--- src/rtl/image_proc_pkg.sv ---
// Shared types for the image_processor arbiter slice: window layout, kernel
// select encoding and arbiter FSM states.
package image_proc_pkg;

  localparam int PIX_W   = 8;
  localparam int WIN_DIM = 3;
  localparam int WIN_W   = WIN_DIM * WIN_DIM * PIX_W;
  localparam int RES_W   = 16;

  // pixel[i][j] lands at bits (i*3+j)*8 +: 8
  typedef logic [WIN_DIM-1:0][WIN_DIM-1:0][PIX_W-1:0] window_t;

  typedef enum logic [1:0] {CFG_K0, CFG_K1, CFG_K2, CFG_K3} cfg_e;

  typedef enum logic {IDLE, ISSUE} arb_state_e;

endpackage

--- src/rtl/image_proc_tag_fifo.sv ---
// In-order id FIFO: remembers which requester owns each window in flight.
module image_proc_tag_fifo #(
  parameter int DEPTH = 4,
  parameter int W     = 2
) (
  input  logic                   clk,
  input  logic                   rst,
  input  logic                   push,
  input  logic                   pop,
  input  logic                   flush,
  input  logic [W-1:0]           push_data,
  output logic [W-1:0]           head,
  output logic                   full,
  output logic                   empty,
  output logic [$clog2(DEPTH):0] count
);

  localparam int PW = $clog2(DEPTH);

  logic [W-1:0]  mem [DEPTH];
  logic [PW-1:0] wr_ptr, rd_ptr;
  logic          do_push, do_pop;

  assign full    = (count == ($clog2(DEPTH)+1)'(DEPTH));
  assign empty   = (count == '0);
  assign do_pop  = pop && !empty;
  // a pop frees the slot being written, so a push into a full FIFO is legal then
  assign do_push = push && (!full || do_pop);
  assign head    = mem[rd_ptr];

  always_ff @(posedge clk or posedge rst) begin
    if (rst) begin
      wr_ptr <= '0;
      rd_ptr <= '0;
      count  <= '0;
    end else if (flush) begin
      wr_ptr <= '0;
      rd_ptr <= '0;
      count  <= '0;
    end else begin
      if (do_push) wr_ptr <= wr_ptr + 1'b1;
      if (do_pop)  rd_ptr <= rd_ptr + 1'b1;
      if (do_push && !do_pop)      count <= count + 1'b1;
      else if (do_pop && !do_push) count <= count - 1'b1;
    end
  end

  always_ff @(posedge clk) begin
    if (do_push && !flush) mem[wr_ptr] <= push_data;
  end

endmodule

--- src/rtl/image_proc_arbiter.sv ---
// Round-robin front end sharing one image_processor among NUM_REQ producers.
// Define IP_ARB_TIMEOUT_EN to add the result watchdog and timeout_err port.
module image_proc_arbiter
  import image_proc_pkg::*;
#(
  parameter int NUM_REQ     = 4,
  parameter int TAG_DEPTH   = 4,
  parameter int TIMEOUT_CYC = 1024
) (
  input  logic                           clk,
  input  logic                           rst,
  input  logic [NUM_REQ-1:0]             req_valid,
  output logic [NUM_REQ-1:0]             req_ready,
  input  logic [2*NUM_REQ-1:0]           req_config,
  input  logic [WIN_W*NUM_REQ-1:0]       req_window,
  output logic [1:0]                     ip_config_select,
  output logic [WIN_W-1:0]               ip_input_data,
  output logic                           ip_input_valid,
  input  logic                           ip_input_ready,
  input  logic [RES_W-1:0]               ip_output_data,
  input  logic                           ip_output_valid,
  output logic                           ip_output_ready,
  output logic [RES_W-1:0]               rsp_data,
  output logic [$clog2(NUM_REQ)-1:0]     rsp_id,
  output logic                           rsp_valid,
  input  logic                           rsp_ready,
  output logic [$clog2(TAG_DEPTH):0]     outstanding,
  output logic                           orphan_err
`ifdef IP_ARB_TIMEOUT_EN
  ,
  output logic                           timeout_err
`endif
);

  localparam int ID_W = $clog2(NUM_REQ);

  if (NUM_REQ < 2 || NUM_REQ > 8 || TAG_DEPTH < 2 ||
      (TAG_DEPTH & (TAG_DEPTH - 1)) != 0 || TIMEOUT_CYC < 2) begin : g_param_chk
    $error("image_proc_arbiter: illegal parameter set");
  end

  arb_state_e      state, state_nxt;
  logic [ID_W-1:0] rr_ptr, winner, id_q, head_id;
  logic            found, grant, push, pop, flush;
  logic            fifo_full, fifo_empty;
  window_t         win_q;
  cfg_e            cfg_q;

  // first valid requester at or after rr_ptr, wrapping
  always_comb begin
    found  = 1'b0;
    winner = '0;
    for (int i = 0; i < NUM_REQ; i++) begin
      automatic int k = (int'(rr_ptr) + i) % NUM_REQ;
      if (!found && req_valid[k]) begin
        found  = 1'b1;
        winner = ID_W'(k);
      end
    end
  end

  // no issue is pending while IDLE, so FIFO occupancy alone bounds the grant
  assign grant = !rst && (state == IDLE) && found && !fifo_full;
  assign push  = (state == ISSUE) && ip_input_ready && !flush;
  assign pop   = !fifo_empty && ip_output_valid && rsp_ready;

  always_ff @(posedge clk or posedge rst) begin
    if (rst) state <= IDLE;
    else     state <= state_nxt;
  end

  always_comb begin
    state_nxt = state;
    case (state)
      IDLE:    if (grant) state_nxt = ISSUE;
      ISSUE:   if (ip_input_ready) state_nxt = IDLE;
      default: state_nxt = IDLE;
    endcase
    if (flush) state_nxt = IDLE;
  end

  always_comb begin
    req_ready      = '0;
    ip_input_valid = 1'b0;
    if (grant) req_ready[winner] = 1'b1;
    if (state == ISSUE) ip_input_valid = 1'b1;
  end

  always_ff @(posedge clk or posedge rst) begin
    if (rst) begin
      rr_ptr <= '0;
      win_q  <= '0;
      cfg_q  <= CFG_K0;
      id_q   <= '0;
    end else if (grant) begin
      win_q  <= req_window[winner*WIN_W +: WIN_W];
      cfg_q  <= cfg_e'(req_config[2*winner +: 2]);
      id_q   <= winner;
      rr_ptr <= (winner == ID_W'(NUM_REQ-1)) ? '0 : winner + 1'b1;
    end
  end

  assign ip_input_data    = win_q;
  assign ip_config_select = cfg_q;

  image_proc_tag_fifo #(.DEPTH(TAG_DEPTH), .W(ID_W)) u_tag_fifo (
    .clk       (clk),
    .rst       (rst),
    .push      (push),
    .pop       (pop),
    .flush     (flush),
    .push_data (id_q),
    .head      (head_id),
    .full      (fifo_full),
    .empty     (fifo_empty),
    .count     (outstanding)
  );

  // with no tag to route to, results are swallowed rather than stalling the IP
  always_comb begin
    rsp_valid       = !fifo_empty && ip_output_valid;
    rsp_data        = fifo_empty ? '0 : ip_output_data;
    rsp_id          = fifo_empty ? '0 : head_id;
    ip_output_ready = !rst && (fifo_empty || rsp_ready);
  end

  always_ff @(posedge clk or posedge rst) begin
    if (rst)                              orphan_err <= 1'b0;
    else if (fifo_empty && ip_output_valid) orphan_err <= 1'b1;
  end

`ifdef IP_ARB_TIMEOUT_EN
  localparam int TMO_W = $clog2(TIMEOUT_CYC + 1);
  logic [TMO_W-1:0] tmo_cnt;

  assign flush = !fifo_empty && !pop && (tmo_cnt == TMO_W'(TIMEOUT_CYC - 1));

  always_ff @(posedge clk or posedge rst) begin
    if (rst) begin
      tmo_cnt     <= '0;
      timeout_err <= 1'b0;
    end else begin
      if (fifo_empty || pop || flush) tmo_cnt <= '0;
      else                            tmo_cnt <= tmo_cnt + 1'b1;
      if (flush) timeout_err <= 1'b1;
    end
  end
`else
  assign flush = 1'b0;
`endif

endmodule

--- config.mk ---
export PLATFORM = sky130hd
export DESIGN_NAME = image_proc_arbiter
export DESIGN_NICKNAME = d
export VERILOG_FILES = /design/src/rtl/image_proc_pkg.sv /design/src/rtl/image_proc_tag_fifo.sv /design/src/rtl/image_proc_arbiter.sv
export SDC_FILE = /design/constraint.sdc
export NUM_CORES = 1
export LEC_CHECK = 0
export ABC_AREA = 1
export CAP_MARGIN = 10
export CORE_AREA = 10 10 156 158
export CTS_CLUSTER_DIAMETER = 60
export DETAILED_ROUTE_END_ITERATION = 8
export DIE_AREA = 0 0 166 168
export PLACE_DENSITY = 0.76
export SETUP_SLACK_MARGIN = 0.4
export SYNTH_ARGS = -nofsm -noshare
export SYNTH_HDL_FRONTEND = slang
export SYNTH_SLANG_ARGS = --single-unit
--- constraint.sdc ---
create_clock -name clk -period 3.25 [get_ports clk]
set_input_delay 0.4875 -clock clk [delete_from_list [all_inputs] [get_ports clk]]
set_output_delay 0.4875 -clock clk [all_outputs]
set_load 0.005 [all_outputs]
==> metrics.json <==
{
  "worst_hold_path.num_cells": {"value": 2},
  "gpl.final_weighted_congestion": {"value": 0.911},
  "finalSetupTns": {"value": 0, "unit": "ns"},
  "rr_worst_depth": {"value": 15},
  "synth_top_cells_by_area": {"value": "sky130_fd_sc_hd__nand2_1, sky130_fd_sc_hd__dfrtp_1, sky130_fd_sc_hd__inv_1"},
  "netlist.area_leader.share": {"value": 31.7, "unit": "%"},
  "clk_path_buf_depth": {"value": 2},
  "timing.setup.critical_path_class": {"value": "primary input to output pin"},
  "final_cell_mix": {"value": "sky130_fd_sc_hd__nand2_1, sky130_fd_sc_hd__clkdlybuf4s50_1, sky130_fd_sc_hd__inv_1, sky130_fd_sc_hd__nand3_1, sky130_fd_sc_hd__dfrtp_1"},
  "top_level_ports": {"value": 424},
  "synth_seq_cells": {"value": 95},
  "leakage": {"value": 0.00620, "unit": "uW"},
  "initial_antenna_violation_count": {"value": 2},
  "finalHoldViolCount": {"value": 0},
  "cts_sinks": {"value": 95},
  "ir_drop": {"value": 1.16, "unit": "mV"},
  "floorplan.die.height": {"value": 168, "unit": "um"},
  "path_clk_slew": {"value": 0.07, "unit": "ns"},
  "die_area": {"value": 27900, "unit": "um2"},
  "maxSlewViolCount": {"value": 0},
  "slowest_cell_delay_on_critical_path": {"value": 0.47, "unit": "ns"},
  "startpoint_type": {"value": "primary input"},
  "post_syn_nets": {"value": 1546},
  "yosys.cell_types.count": {"value": 28},
  "port_buffers": {"value": 423},
  "fillCellCount": {"value": 2095},
  "grt-ovfl-total": {"value": 0},
  "route.antenna.remaining_nets": {"value": 0},
  "htree_levels": {"value": 3},
  "timing.reg2reg.setup_slack": {"value": 0.62, "unit": "ns"},
  "critical-path-top-delay-family": {"value": "buffers and inverters"},
  "synth_sequential_area_ratio": {"value": 33.4, "unit": "%"},
  "synth_area": {"value": 7240, "unit": "um2"},
  "timing.fmax": {"value": 363, "unit": "MHz"},
  "dr.first_iter.drc_count": {"value": 675},
  "maxCapViolCount": {"value": 0},
  "proportion_of_layout_cells_with_a_drive_suffix_above_1": {"value": 4.66, "unit": "%"},
  "core_region_area": {"value": 21400, "unit": "um2"},
  "synthCells": {"value": 1215},
  "worst_path_slowest_cell": {"value": "sky130_fd_sc_hd__clkdlybuf4s50_1"},
  "rows": {"value": 54},
  "cp.buffers_inverters": {"value": 6},
  "route.detailed.drc": {"value": 0},
  "detail_route.vias_per_cell": {"value": 4.70},
  "fin_crit_sh": {"value": 84.8, "unit": "%"},
  "ys_warn_count": {"value": 0},
  "grt_usage": {"value": 21.4, "unit": "%"},
  "timing.slew.headroom": {"value": 43.0, "unit": "%"},
  "grt_start_max_net_pins": {"value": 86},
  "worst-endpoint-arrival": {"value": 2.27, "unit": "ns"},
  "worstSkewPairLatency": {"value": 0.34, "unit": "ns"},
  "hold_buffers": {"value": 0},
  "total_power": {"value": 12000, "unit": "uW"},
  "cts_made_buffers": {"value": 9},
  "synth_largest_area_cell": {"value": "sky130_fd_sc_hd__nand2_1"},
  "grt_pass1_wl": {"value": 48.5, "unit": "mm"},
  "wl": {"value": 31.3, "unit": "mm"},
  "nNetsFinal": {"value": 1935},
  "worstHoldPathType": {"value": "register to register"},
  "floorplan.initialDensity": {"value": 33.8, "unit": "%"},
  "root_buffer": {"value": "sky130_fd_sc_hd__clkbuf_16"},
  "clock_skew": {"value": 0.00763, "unit": "ns"},
  "first_pass_iters": {"value": 6},
  "syn_to_layout_area_delta": {"value": 65.8, "unit": "%"},
  "fin_crit": {"value": 2.76, "unit": "ns"},
  "place_hpwl": {"value": 24.3, "unit": "mm"},
  "critPathRequiredTime": {"value": 2.76, "unit": "ns"},
  "critical_path.cell_chain": {"value": "clkdlybuf4s50_1, inv_1, nand2_1, nand3_2, nand2_2, nor2_4, buf_4, nand3_4, nand3_4, inv_4, ha_1, inv_1, nor2_2, clkbuf_2"},
  "worst-slew-pin-transition": {"value": 0.855, "unit": "ns"},
  "detail_route.wl_per_cell": {"value": 16.5, "unit": "um"},
  "outcome": {"value": "finished, final reports clean"},
  "critPathMaxFanout": {"value": 6},
  "critical_path_depth": {"value": 14},
  "unrepaired_setup_endpoints_after_global_routing": {"value": "false"},
  "vias": {"value": 8885},
  "timing.final.setup_violations": {"value": 0},
  "via_count_of_the_first_global_routing_pass": {"value": 8572},
  "leading_cell_type_in_the_layout_fill_and_taps_excluded": {"value": "sky130_fd_sc_hd__nand2_1"},
  "avg_synthesized_cell_area": {"value": 5.96, "unit": "um2"},
  "kind_of_end_point_of_the_critical_path": {"value": "output pin"},
  "chipWidth": {"value": 166, "unit": "um"},
  "p_per_area": {"value": 997, "unit": "nW/um2"},
  "clock_tree_from_tritoncts": {"value": "done"}
}
-- report_power, final --
part / switching (uW) / total [uW] / leakage, uW / internal [uW]
logic: 5380 / 8840 / 0.00493 / 3460
registers: 345 / 2130 / 0.00115 / 1780
clock network: 475 / 996 / 0.000128 / 521
-- metal layers --
metal	GRT usage (%)	share of wire (%)
met1	25.3	41
met4	6.12	2.1
met3	5.73	7.6
met5	0	0
met2	37.1	49
-- cell families after synthesis --
family	Yosys count	synth area share, %
and+or+nand+nor	843	48.5
buffers and inverters	246	14.4
DFF	95	33.4
AOI/OAI and AO/OA	15	1.11
adders and majority gates	10	1.83
xor gates and xnor gates	5	0.605
muxes	1	0.156
-- worst reg2reg max path, delay by kind of cell, from the launching register on --
kind	cells	cell delay [ns]
simple gates	11	1.09
buf+inv	4	1.01
flops	1	0.46
-- cells in the mapped netlist, drive strengths merged --
| master | n |
|---|---|
| a21oi | 4 |
| buf | 54 |
| clkbuf | 18 |
| dfrtp | 87 |
| edfxtp | 8 |
| fa | 1 |
| ha | 9 |
| inv | 174 |
| mux2 | 1 |
| nand2 | 615 |
| nand3 | 116 |
| nand4 | 62 |
| nor2 | 49 |
| nor3 | 1 |
| o21ai | 9 |
| o21bai | 2 |
| xnor2 | 1 |
| xor2 | 4 |
-- per-stage QoR --
| step | instance area, um2 | util [%] | std cells | setup slack (ns) | hold slack, ns |
|---|---|---|---|---|---|
| detailed placement | 11700 | 54.5 | 1868 | 0.0442 | 0.464 |
| global placement | 11700 | 54.5 | 1868 | 0.0877 | 0.461 |
| global route | 12000 | 56.0 | 1891 | 0.299 | 0.494 |
| finish | 12000 | 56.0 | 1891 | 0.494 | 0.477 |
| CTS | 12000 | 55.9 | 1888 | 0.403 | 0.483 |
| floorplan | 7240 | - | 1215 | 0.512 | 0.468 |
-- worst paths after layout --
| path | startpoint | to |
|---|---|---|
| max reg2reg | rr_ptr[1] | ip_config_select[0] |
| max | req_valid[2] | req_ready[3] |
| min in group asynchronous | rst | state |
| max in group asynchronous | rst | ip_input_data[5] |
| min | ip_input_data[31] | ip_input_data[31] |
| min reg2reg | ip_input_data[31] | ip_input_data[31] |
-- area by class of cell --
class,count,area [um2],share of cell area [%]
repair buffers,450,4470,37.2
multi-input cells,874,3830,31.9
flip-flops and latches,95,2420,20.2
inverters,174,663,5.52
well taps,280,350,2.92
clock buffers,11,233,1.94
clock inverters,5,33.8,0.281
diodes,2,5.00,0.0417
-- timing repair --
item,4_1_cts,5_1_grt
pin swaps,2,2
buffers inserted,4,1
resized for setup,11,18
setup endpoints to repair,4,9
-- flip-flops by register name, indices dropped and copies added (netlist names) --
register / count
ip_input_data: 72
u_tag_fifo.mem: 8
u_tag_fifo.count: 3
id_q: 2
ip_config_select: 2
rr_ptr: 2
u_tag_fifo.rd_ptr: 2
u_tag_fifo.wr_ptr: 2
orphan_err: 1
state: 1
No activity file was read; power rests on OpenSTA's default activity.
